`config.mk`:
```
export PLATFORM = sky130hd
export DESIGN_NAME = adc_capture_gate
export DESIGN_NICKNAME = d
export VERILOG_FILES = /design/src/rtl/adc_capture_gate.sv
export SDC_FILE = /design/constraint.sdc
export NUM_CORES = 1
export LEC_CHECK = 0
export BUFFER_PORTS_ARGS = -buffer_cell sky130_fd_sc_hd__buf_4
export CELL_PAD_IN_SITES_DETAIL_PLACEMENT = 1
export CELL_PAD_IN_SITES_GLOBAL_PLACEMENT = 1
export CORE_UTILIZATION = 31
export DETAILED_ROUTE_END_ITERATION = 8
export PLACE_DENSITY = 0.82
export SLEW_MARGIN = 0
export SYNTH_ARGS = -nofsm -noshare
export SYNTH_HDL_FRONTEND = slang
export SYNTH_SLANG_ARGS = --single-unit
```
`constraint.sdc`:
```
create_clock -name aclk -period 2 [get_ports aclk]
set_input_delay 0.2 -clock aclk [delete_from_list [all_inputs] [get_ports aclk]]
set_output_delay 0.2 -clock aclk [all_outputs]
set_load 0.02 [all_outputs]
```
`src/rtl/adc_capture_gate.sv`:
```
// ---------------------------------------------------------------------------
// adc_capture_gate
//   Per-channel trigger/capture gate between an ADC AXI4-Stream and its
//   readout buffer stream. After an arm pulse the gate waits for a trigger.
//   It then forwards exactly len accepted beats through a single output
//   register and marks the final beat with tlast. A beat that arrives while
//   the output register is still held by the buffer is dropped and flagged
//   in overflow. The ADC side is never stalled.
//
//   Optional feature macro: THRESH_TRIG_EN
//     When defined, an armed gate also triggers on any input beat that holds
//     a signed sample above `threshold`. When undefined, no comparator is
//     built and only sw_trig can trigger.
// ---------------------------------------------------------------------------
module adc_capture_gate #(
  parameter int ADC_WIDTH = 128,
  parameter int NSAMP     = 8,
  parameter int LEN_BITS  = 16
) (
  input  logic                 aclk,
  input  logic                 aresetn,
  input  logic [ADC_WIDTH-1:0] s_axis_tdata,
  input  logic                 s_axis_tvalid,
  output logic                 s_axis_tready,
  output logic [ADC_WIDTH-1:0] m_axis_tdata,
  output logic                 m_axis_tvalid,
  input  logic                 m_axis_tready,
  output logic                 m_axis_tlast,
  input  logic                 arm,
  input  logic                 abort,
  input  logic                 sw_trig,
  input  logic [LEN_BITS-1:0]  capture_len,
  input  logic [15:0]          threshold,
  output logic                 busy,
  output logic                 done,
  output logic                 overflow
);

  typedef enum logic [1:0] {
    S_IDLE,
    S_ARMED,
    S_CAPTURE,
    S_DONE
  } state_e;

  state_e                state_q, state_d;
  logic [LEN_BITS-1:0]   len_q, len_d;
  logic [LEN_BITS-1:0]   count_q, count_d;
  logic [ADC_WIDTH-1:0]  tdata_q, tdata_d;
  logic                  tvalid_q, tvalid_d;
  logic                  tlast_q, tlast_d;
  logic                  done_q, done_d;
  logic                  overflow_q, overflow_d;

  logic                  trig_hit;
  logic                  can_load;
  logic                  capture_beat;

  // The ADC is never back-pressured; beats that cannot be loaded are dropped.
  assign s_axis_tready = 1'b1;

  // The output register accepts a new beat when empty or draining this cycle.
  assign can_load = !tvalid_q || m_axis_tready;

`ifdef THRESH_TRIG_EN
  logic thresh_hit;

  // Any signed sample of the current input beat above the threshold.
  always_comb begin
    thresh_hit = 1'b0;
    for (int i = 0; i < NSAMP; i++) begin
      if ($signed(s_axis_tdata[i*16 +: 16]) > $signed(threshold)) begin
        thresh_hit = 1'b1;
      end
    end
  end

  assign trig_hit = sw_trig || thresh_hit;
`else
  // Threshold is not used in this build; fold it into a sink signal.
  logic unused_threshold;
  assign unused_threshold = ^threshold;
  assign trig_hit         = sw_trig;
`endif

  // Next-state, capture and output-register control.
  always_comb begin
    // NOTE: every signal written here gets a default first, so no path can
    // leave one unassigned and infer a latch.
    state_d      = state_q;
    len_d        = len_q;
    count_d      = count_q;
    tdata_d      = tdata_q;
    tvalid_d     = tvalid_q;
    tlast_d      = tlast_q;
    done_d       = done_q;
    overflow_d   = overflow_q;
    capture_beat = 1'b0;

    // A held beat leaves once the buffer takes it; tdata may keep its value.
    if (tvalid_q && m_axis_tready) begin
      tvalid_d = 1'b0;
      tlast_d  = 1'b0;
    end

    if (abort) begin
      // Abort wins over arm, trigger and load. A held beat still drains.
      state_d = S_IDLE;
    end else begin
      unique case (state_q)
        S_IDLE: begin
          if (arm) begin
            state_d    = S_ARMED;
            len_d      = (capture_len == '0) ? LEN_BITS'(1) : capture_len;
            count_d    = '0;
            done_d     = 1'b0;
            overflow_d = 1'b0;
          end
        end
        S_ARMED: begin
          // The triggering beat is itself the first captured beat.
          if (s_axis_tvalid && trig_hit) begin
            state_d      = S_CAPTURE;
            capture_beat = 1'b1;
          end
        end
        S_CAPTURE: begin
          if (s_axis_tvalid) begin
            capture_beat = 1'b1;
          end
        end
        S_DONE: begin
          if (tvalid_q && tlast_q && m_axis_tready) begin
            done_d  = 1'b1;
            state_d = S_IDLE;
          end
        end
        default: state_d = S_IDLE;
      endcase
    end

    // Load the beat if the register has room, otherwise drop it. The count
    // only advances on a load, so the buffer always sees exactly len beats.
    if (capture_beat) begin
      if (can_load) begin
        tdata_d  = s_axis_tdata;
        tvalid_d = 1'b1;
        count_d  = count_q + LEN_BITS'(1);
        if (count_q == len_q - LEN_BITS'(1)) begin
          tlast_d = 1'b1;
          state_d = S_DONE;
        end
      end else begin
        overflow_d = 1'b1;
      end
    end
  end

  // State and datapath registers.
  always_ff @(posedge aclk or negedge aresetn) begin
    if (!aresetn) begin
      // NOTE: the data register is reset too, so m_axis_tdata reads zero out
      // of reset instead of X; downstream logic may observe it directly.
      state_q    <= S_IDLE;
      len_q      <= LEN_BITS'(1);
      count_q    <= '0;
      tdata_q    <= '0;
      tvalid_q   <= 1'b0;
      tlast_q    <= 1'b0;
      done_q     <= 1'b0;
      overflow_q <= 1'b0;
    end else begin
      // NOTE: non-blocking assignments keep every register sampling the
      // pre-edge values, independent of statement order.
      state_q    <= state_d;
      len_q      <= len_d;
      count_q    <= count_d;
      tdata_q    <= tdata_d;
      tvalid_q   <= tvalid_d;
      tlast_q    <= tlast_d;
      done_q     <= done_d;
      overflow_q <= overflow_d;
    end
  end

  assign m_axis_tdata  = tdata_q;
  assign m_axis_tvalid = tvalid_q;
  assign m_axis_tlast  = tlast_q;
  assign busy          = (state_q == S_ARMED) || (state_q == S_CAPTURE);
  assign done          = done_q;
  assign overflow      = overflow_q;

endmodule
```
==> results of run 1 <==
## worst max path at each step
stage | startpoint | to | cells after the start
3_5_place_dp | len_q[0] | state_q[1] | 8
5_1_grt | state_q[1] | state_q[1] | 8
2_1_floorplan | state_q[1] | state_q[1] | 9
4_1_cts | state_q[1] | state_q[1] | 8
6_report | len_q[0] | state_q[1] | 8
3_3_place_gp | len_q[0] | state_q[1] | 8
## registers in the layout, summed over array words and instances (netlist names)
register	count
count_q	16
len_q	16
m_axis_tlast	1
overflow	1
done	1
m_axis_tvalid	1
state_q	2
m_axis_tdata	128
## placed cells by master, fill, tap and decap left out, drive strengths merged, types with 3 or more instances in the layout
cell type / netlist / routed
or4: 3 / 3
clkinvlp: 0 / 3
nand2b: 4 / 4
nor2: 10 / 10
a21oi: 6 / 6
buf: 13 / 333
xnor2: 12 / 12
mux2i: 3 / 3
inv: 7 / 14
nand3: 8 / 8
xor2: 8 / 8
or3: 6 / 6
o211ai: 6 / 6
o31ai: 4 / 4
ha: 7 / 7
o21ai: 17 / 17
mux2: 16 / 16
nor4: 9 / 9
dfrtp: 165 / 165
clkbuf: 26 / 19
a311oi: 3 / 3
and3: 8 / 8
nor3: 8 / 8
nand2: 408 / 408
nand4: 6 / 6
dlygate4sd3: 0 / 127
or2: 3 / 3
## worst max-delay path, stage by stage (launching register included)
cell and delay [ps]:
dfstp_2 540, inv_1 50, ha_2 200, nor2b_4 160, nor3_1 230, o21ai_1 140
a2111oi_4 430, o2111ai_2 250, o31ai_2 110
## synthesized netlist by cell type (3+ instances only)
| master | count |
|---|---|
| a21oi_1 | 6 |
| a311oi_1 | 3 |
| and3_1 | 8 |
| buf_1 | 5 |
| buf_2 | 7 |
| clkbuf_1 | 26 |
| dfrtp_1 | 165 |
| ha_1 | 7 |
| inv_1 | 7 |
| mux2_2 | 16 |
| mux2i_1 | 3 |
| nand2_1 | 408 |
| nand2b_1 | 4 |
| nand3_1 | 8 |
| nand4_1 | 6 |
| nor2_1 | 10 |
| nor3_1 | 5 |
| nor3_2 | 3 |
| nor4_1 | 7 |
| o211ai_1 | 6 |
| o21ai_0 | 17 |
| o31ai_1 | 4 |
| or2_2 | 3 |
| or3_1 | 4 |
| xnor2_1 | 12 |
| xor2_1 | 8 |
## layout make-up
class                           count  area share [%]
Tap cell                          285            2.95
Sequential cell                   166            34.3
Clock inverter                     13            1.13
Timing Repair Buffer              461            32.8
Clock buffer                       18            3.63
Antenna cell                        2          0.0414
Multi-Input combinational cell    585            24.9
Inverter                            7           0.217
## power by group through the flow
| stage | registers (uW) | logic [uW] | clock network (uW) |
|---|---|---|---|
| 5_1_grt | 4760 | 4350 | 3520 |
| 6_report | 4680 | 4090 | 3320 |
| 3_3_place_gp | 4620 | 3570 | 0 |
| 3_5_place_dp | 4660 | 3680 | 0 |
| 4_1_cts | 4620 | 3950 | 3390 |
| 2_1_floorplan | 5470 | 903 | 0 |
## metrics by stage
stage	power (uW)	cells	instance area (um2)	utilization, %
finish	12100	1537	12100	53.3
global route	12600	1536	12100	53.3
CTS	12000	1533	12000	52.9
detailed placement	8340	1368	9980	43.9
global placement	8190	1368	9980	43.9
floorplan	6370	797	7240	-
## what timing repair did
| item | 4_1_cts | 5_1_grt |
|---|---|---|
| hold buffers | 127 | 0 |
| buffers inserted | 5 | 2 |
| pin swaps | 9 | 5 |
| cloned | 3 | 1 |
| endpoints found under the setup margin | 29 | 122 |
| hold endpoints to repair | 165 | 0 |
| gates resized for setup | 13 | 17 |
## layer usage
layer	part of all wire (%)	up-vias	track usage, %	wire [um]
met5	0	-	0	0
met3	4.7	87	5.55	1410
li1	-	3459	-	-
met2	54	265	47.8	16200
met4	3.9	0	12.2	1160
met1	37	3860	26.5	11100
## kinds of logic after synthesis
family,count (synthesis),share of synthesized area [%]
mux,19,2.91
simple gates,480,27.5
flops,166,57.6
compound gates,58,5.74
fa+ha+maj,7,1.21
xor+xnor,20,2.43
buf+inv,46,2.57
other cells,1,0.0520
==> results.yml, run 1 <==
status:
  outcome: "complete, but fails checks"
  violations: "setup timing"
final_layout:
  fillCellCount: 2584
  area_growth_pct: 67.7
  fin_nets: 1412
  drive_gt1_share_pct: 33.1
  regArea_um2: 4160
  multiInputGateArea_um2: 3010
place:
  place_congestion: 0.846
  io_buffers: 283
  dp_slack_ps: -315
  hpwlAfterDp_mm: 16.9
synth:
  synth_cells: 797
  async_flop_share_pct: 100
  synth_seq_cells: 166
  synthDistinctLibCells: 55
  syn_nets: 971
  synth_seq_area_share_pct: 57.6
  avgSynthCellArea_um2: 9.06
  netlist_area_um2: 7220
  synth_ff_type: "dfrtp_1"
  synth_area_leaders: "dfrtp_1 (57%), nand2_1 (21%), mux2_2 (2.5%)"
  netlist.area_leader.share_pct: 57.2
  synth_edf_count: 0
  yosysTopAreaCell: "dfrtp_1"
  yosysWarnings: 0
routing:
  drcViolationCount: 0
  num_vias: 7671
  wire_per_inst_um: 19.4
  drtPass1Iterations: 4
  drt_iter0_drc: 381
  wirelength_mm: 29.8
  via_per_inst: 4.99
  ant_nets: 0
floorplan:
  fp.dieW_um: 155
  initial_utilization_pct: 31.8
  die_area_um2: 23900
  ios: 301
  core_um2: 22700
  die_y_um: 155
  num_rows: 55
min_path:
  worst_hold_path_type: "in -> reg"
  min_to: "len_q[3]"
  hold_depth: 2
  min_from: "capture_len[3]"
setup_path:
  start_kind: "flip-flop"
  reg2reg_slack_ps: -200
  r2r.worst_path.cells: 8
  endpoint_kind: "flip-flop"
  critPathKind: "reg -> reg"
  required_ps: 2340
  timing.rr.start: "len_q[0]"
  cp.arrival_ps: 2540
  cp_max_fo: 7
  rr_endpoint: "state_q[1]"
pwr:
  peakVddDrop_mv: 0.588
  power.density_nw_per_um2: 999
  pwr-share-clk_pct: 27.5
  p_comb_share_pct: 33.8
  p_seq_share_pct: 38.7
  switching_share_pct: 36.1
  p_leak_uw: 0.00633
  power_switching_uw: 4370
  power.internal_uw: 7720
timing:
  maxSlewHeadroom_pct: 66.9
  layout_min_cycle_time_ps: 2200
  finalHoldViolations: 0
  fin_hold_ws_ps: 20.0
  clock.fmax_mhz: 455
  finalSetupTns_ps: -634
  fin_crit_sh_pct: 110
  rsz0062_at_grt: "yes"
  drv_slew: 0
  timing.final.ws_setup_ps: -200
  worst_pin_slew_ps: 495
  setup_viol_count_final: 7
  clock_skew_ps: 13.3
cts:
  clk_latency_ps: 440
  cts_buffers: 17
  clockBufferDepth: 2
  cts_sinks: 166
  cts_tree: "built"
  clk_transition_reported_paths_ps: 70
  htreeDepth: 4
  cts-root-buf: "clkbuf_16"
global_routing:
  grt_use_total_pct: 25.3
  grt_pass1_wl_mm: 46.7
  grt_max_degree: 51
  grt_pass1_vias: 8797
  gr-total-overflow: 0
  antenna_found_initial: 1
flow_run:
  cap_viol_max_count: 0
No activity file was read; power rests on OpenSTA's default activity.
==> inputs of run 2 (changes only) <==
PLACE_DENSITY = unset   (was 0.82)
PLACE_DENSITY_LB_ADDON = 0.1   (was unset)
==> results.yml, run 2 (same netlist as run 1, synthesis figures left out) <==
timing:
  finalHoldViolations: 0
  drv_slew: 0
  finalSetupTns_ps: -241
  maxSlewHeadroom_pct: 65.7
  setup_viol_count_final: 6
  layout_min_cycle_time_ps: 2060
  rsz0062_at_grt: "yes"
  fin_crit_sh_pct: 103
  timing.final.ws_setup_ps: -62.0
  worst_pin_slew_ps: 513
  clock_skew_ps: 14.0
  clock.fmax_mhz: 485
floorplan:
  fp.dieW_um: 155
  die_y_um: 155
  ios: 301
  num_rows: 55
  die_area_um2: 23900
  core_um2: 22700
  initial_utilization_pct: 31.8
setup_path:
  path_cells: "inv_2, ha_4, nor2b_4, a311oi_2, a211oi_2, a2111oi_4, o2111ai_2, o31ai_1"
  critPathBufInv: 1
  critPathKind: "reg -> reg"
  slowest_delay_ps: 550
  start_kind: "flip-flop"
  cp_max_fo: 6
  required_ps: 2330
  cp.arrival_ps: 2390
  crit_slowest_cell: "dfstp_2"
  endpoint_kind: "flip-flop"
  cp_top_family: "compound AO/OA/AOI/OAI gates"
cts:
  cts-root-buf: "clkbuf_16"
  cts_sinks: 166
  cts_buffers: 17
  cts_tree: "built"
  clockBufferDepth: 2
  clk_transition_reported_paths_ps: 80
  clk_latency_ps: 430
  htreeDepth: 4
global_routing:
  grt_max_degree: 64
  grt_pass1_vias: 7732
  grt_pass1_wl_mm: 40.4
  antenna_found_initial: 1
  grt_use_total_pct: 21.5
  gr-total-overflow: 0
routing:
  via_per_inst: 4.65
  drtPass1Iterations: 4
  drcViolationCount: 0
  wire_per_inst_um: 16.5
  ant_nets: 0
  wirelength_mm: 25.6
  drt_iter0_drc: 226
  num_vias: 7223
final_layout:
  area_growth_pct: 69.3
  fin_nets: 1428
  layout_common_cells: "nand2_1 (407), buf_4 (329), dfrtp_1 (165)"
  final_common_cell: "nand2_1"
  largest_register_ffs: 128
  fillCellCount: 2585
  design_area_um2: 12200
  drive_gt1_share_pct: 33.5
min_path:
  worst_hold_path_type: "in -> reg"
status:
  violations: "setup timing"
  outcome: "complete, but fails checks"
place:
  hpwlAfterDp_mm: 16.7
  dp_slack_ps: -289
  io_buffers: 283
  place_congestion: 0.827
  place_area_um2: 10100
flow_run:
  cap_viol_max_count: 0
pwr:
  p_leak_uw: 0.00639
  power.density_nw_per_um2: 975
  peakVddDrop_mv: 0.511
  total_power_uw: 11900
run 2: cell count changes in the layout (fill, tap and decap cells not counted), sizes merged:
cell | previous run | this run
clkbuf | 19 | 18
clkinv | 2 | 6
dlygate4sd3 | 127 | 134
buf | 333 | 342
bufinv | 1 | 0
clkinvlp | 3 | 2
diode | 2 | 1
run 2: final timing paths:
kind	start	to	slack (ps)	depth (start not counted)
setup / recovery	len_q[0]	state_q[1]	-60	8
setup reg to reg	len_q[0]	state_q[1]	-60	8
min in group asynchronous	aresetn	len_q[15]	220	2
max in group asynchronous	aresetn	state_q[0]	1120	3
hold reg to reg	m_axis_tdata[94]	m_axis_tdata[94]	480	2
hold / removal	capture_len[13]	len_q[13]	20	2
run 2: what timing repair did:
item,CTS,global route
setup buffers,5,3
gates resized for setup,11,15
cloned,0,1
pin swaps,13,9
endpoints found under the hold margin,160,0
endpoints found under the setup margin,19,140
hold buffers,134,0
run 2: layout make-up:
class | count | area, um2 | area share, %
clock buffer | 17 | 425 | 3.48
antenna | 1 | 2.50 | 0.0205
clock inverter | 15 | 160 | 1.31
sequential | 166 | 4160 | 34.0
inverter | 7 | 26.3 | 0.215
timing repair buffer | 477 | 4080 | 33.4
multi-input combinational | 585 | 3010 | 24.6
tap | 285 | 357 | 2.92
run 2: power breakdown:
part           switching, uW  internal, uW  leakage, uW
Sequential               491          4120      0.00219
Combinational           2160          1860      0.00391
Clock                   1600          1670     0.000282
Total                   4250          7660      0.00639
run 2: per-layer routing:
layer	vias up	GRT usage, %	wire [um]
met5	-	0	0
met2	193	38.0	13200
li1	3483	-	-
met3	43	5.94	1360
met4	0	8.30	716
met1	3504	24.6	10300
run 2: stage by stage:
step / std cells / hold slack (ps) / util [%]
3_3_place_gp: 1377 / 117 / 44.4
4_1_cts: 1548 / 1.25 / 53.3
6_report: 1553 / 21.0 / 53.8
2_1_floorplan: 797 / -95.6 / -
3_5_place_dp: 1377 / 114 / 44.4
5_1_grt: 1553 / 0.724 / 53.8
==> inputs of run 3 (changes only) <==
CORE_UTILIZATION = 35   (was 31)
clock period = 2.1 ns   (was 2 ns; I/O delays follow)
==> results.yml, run 3 (same netlist as run 1, synthesis figures left out) <==
routing:
  wirelength_mm: 26.8
  drcViolationCount: 0
  drtPass1Iterations: 6
  ant_nets: 0
  via_per_inst: 4.79
  num_vias: 7273
  drt_iter0_drc: 272
  wire_per_inst_um: 17.6
floorplan:
  num_rows: 52
  initial_utilization_pct: 35.7
  ios: 301
  die_area_um2: 21200
  core_um2: 20200
  die_y_um: 146
  fp.dieW_um: 146
final_layout:
  largest_register_ffs: 128
  area_growth_pct: 66.4
  drive_gt1_share_pct: 32.9
  regArea_um2: 4160
  multiInputGateArea_um2: 3000
  design_area_um2: 12000
  fillCellCount: 2291
  fin_util_pct: 59.4
  fin_nets: 1408
  layout_common_cells: "nand2_1 (407), buf_4 (313), dfrtp_1 (165)"
  final_common_cell: "nand2_1"
place:
  place_congestion: 0.796
  io_buffers: 283
  place_area_um2: 9970
  hpwlAfterDp_mm: 16.1
cts:
  htreeDepth: 4
  cts_sinks: 166
  cts_buffers: 17
  clockBufferDepth: 2
  clk_transition_reported_paths_ps: 70
  cts-root-buf: "clkbuf_16"
  cts_tree: "built"
  clk_latency_ps: 430
setup_path:
  endpoint_kind: "flip-flop"
  path_cells: "or3_4, or4_4, o2111a_1, o21a_1, o2111ai_2, o31ai_1"
  slowest_delay_ps: 440
  cp_max_fo: 5
  crit_slowest_cell: "or3_4"
  critPathBufInv: 0
  start_kind: "flip-flop"
  required_ps: 2390
  cp.arrival_ps: 2390
  cp_top_family: "simple AND/OR/NAND/NOR gates"
  critPathKind: "reg -> reg"
min_path:
  worst_hold_path_type: "in -> reg"
status:
  outcome: "finished clean"
global_routing:
  grtUsageMet3_pct: 6.93
  gr-total-overflow: 0
  grt_pass1_wl_mm: 42.9
  grt_pass1_vias: 8169
  grt_max_degree: 74
  grt_use_total_pct: 25.6
  busiest_layer: "met2"
  met1_usage_pct: 28.9
  antenna_found_initial: 1
  grt_util_met2_pct: 46.5
pwr:
  p_leak_uw: 0.00631
  power.density_nw_per_um2: 945
  peakVddDrop_mv: 0.472
flow_run:
  cap_viol_max_count: 0
timing:
  finalHoldViolations: 0
  drv_slew: 0
  setup_viol_count_final: 0
  clock_skew_ps: 10.3
  finalSetupTns_ps: 0
  layout_min_cycle_time_ps: 2100
  fin_crit_sh_pct: 99.8
  rsz0062_at_grt: "yes"
  maxSlewHeadroom_pct: 63.1
  clock.fmax_mhz: 477
  worst_pin_slew_ps: 552
==> run 3: changes by cell type in the layout (fill, tap and decap cells not counted), sizes merged <==
cell,change
inv,+3
buf,-15
dlygate4sd3,-5
clkinv,-1
clkinvlp,-2
==> run 3: cell type report <==
cell class                 instances  share of cell area (%)
antenna                            1                  0.0208
clock buffer                      17                    3.54
clock inverter                    15                    1.26
inverter                           7                   0.219
multi-input combinational        585                    24.9
sequential                       166                    34.6
tap                              270                    2.81
timing repair buffer             457                    32.6
==> run 3: power breakdown <==
group / total, uW / switching [uW] / internal, uW / leakage, uW
clock network: 3090 / 1500 / 1590 / 0.000286
registers: 4420 / 492 / 3920 / 0.00219
logic: 3840 / 2100 / 1740 / 0.00383
==> run 3: metrics by stage <==
stage          instances  hold slack (ps)  setup slack, ps  power, uW
6_report            1518             20.8             3.40      11300
5_1_grt             1518             3.24             -136      11900
4_1_cts             1511             5.14            0.373      11300
3_5_place_dp        1350              195             -129       7930
3_3_place_gp        1350              200            -66.4       7850
2_1_floorplan        797            -85.6            -24.2       6060
==> run 3: final timing paths <==
path / from / endpoint / slack, ps / cells past startpoint
hold reg to reg: m_axis_tdata[105] / m_axis_tdata[105] / 480 / 2
setup reg to reg: len_q[3] / state_q[1] / 3 / 6
min in group asynchronous: aresetn / count_q[15] / 300 / 2
setup / recovery: len_q[3] / state_q[1] / 3 / 6
hold / removal: capture_len[10] / len_q[10] / 20 / 2
max in group asynchronous: aresetn / m_axis_tdata[92] / 1070 / 3
==> run 3: what timing repair did <==
action                     CTS  global route
setup endpoints to repair    4            11
pin swaps                    6             9
hold endpoints to repair   172             0
gates cloned                 0             1
hold buffers               129             0
gates resized for setup      8            17
buffers inserted             0             5
==> run 3: routing by layer <==
| layer | up-vias | part of all wire (%) |
|---|---|---|
| met2 | 206 | 53 |
| li1 | 3452 | - |
| met1 | 3567 | 39 |
| met3 | 48 | 5.6 |
| met4 | 0 | 2.4 |
| met5 | - | 0 |
==> run 3: worst reg2reg max path: stages, from the launching register on <==
cell	delay (ps)
dfrtp_1	390
or3_4	440
or4_4	440
o2111a_1	140
o21a_1	190
o2111ai_2	250
o31ai_1	120
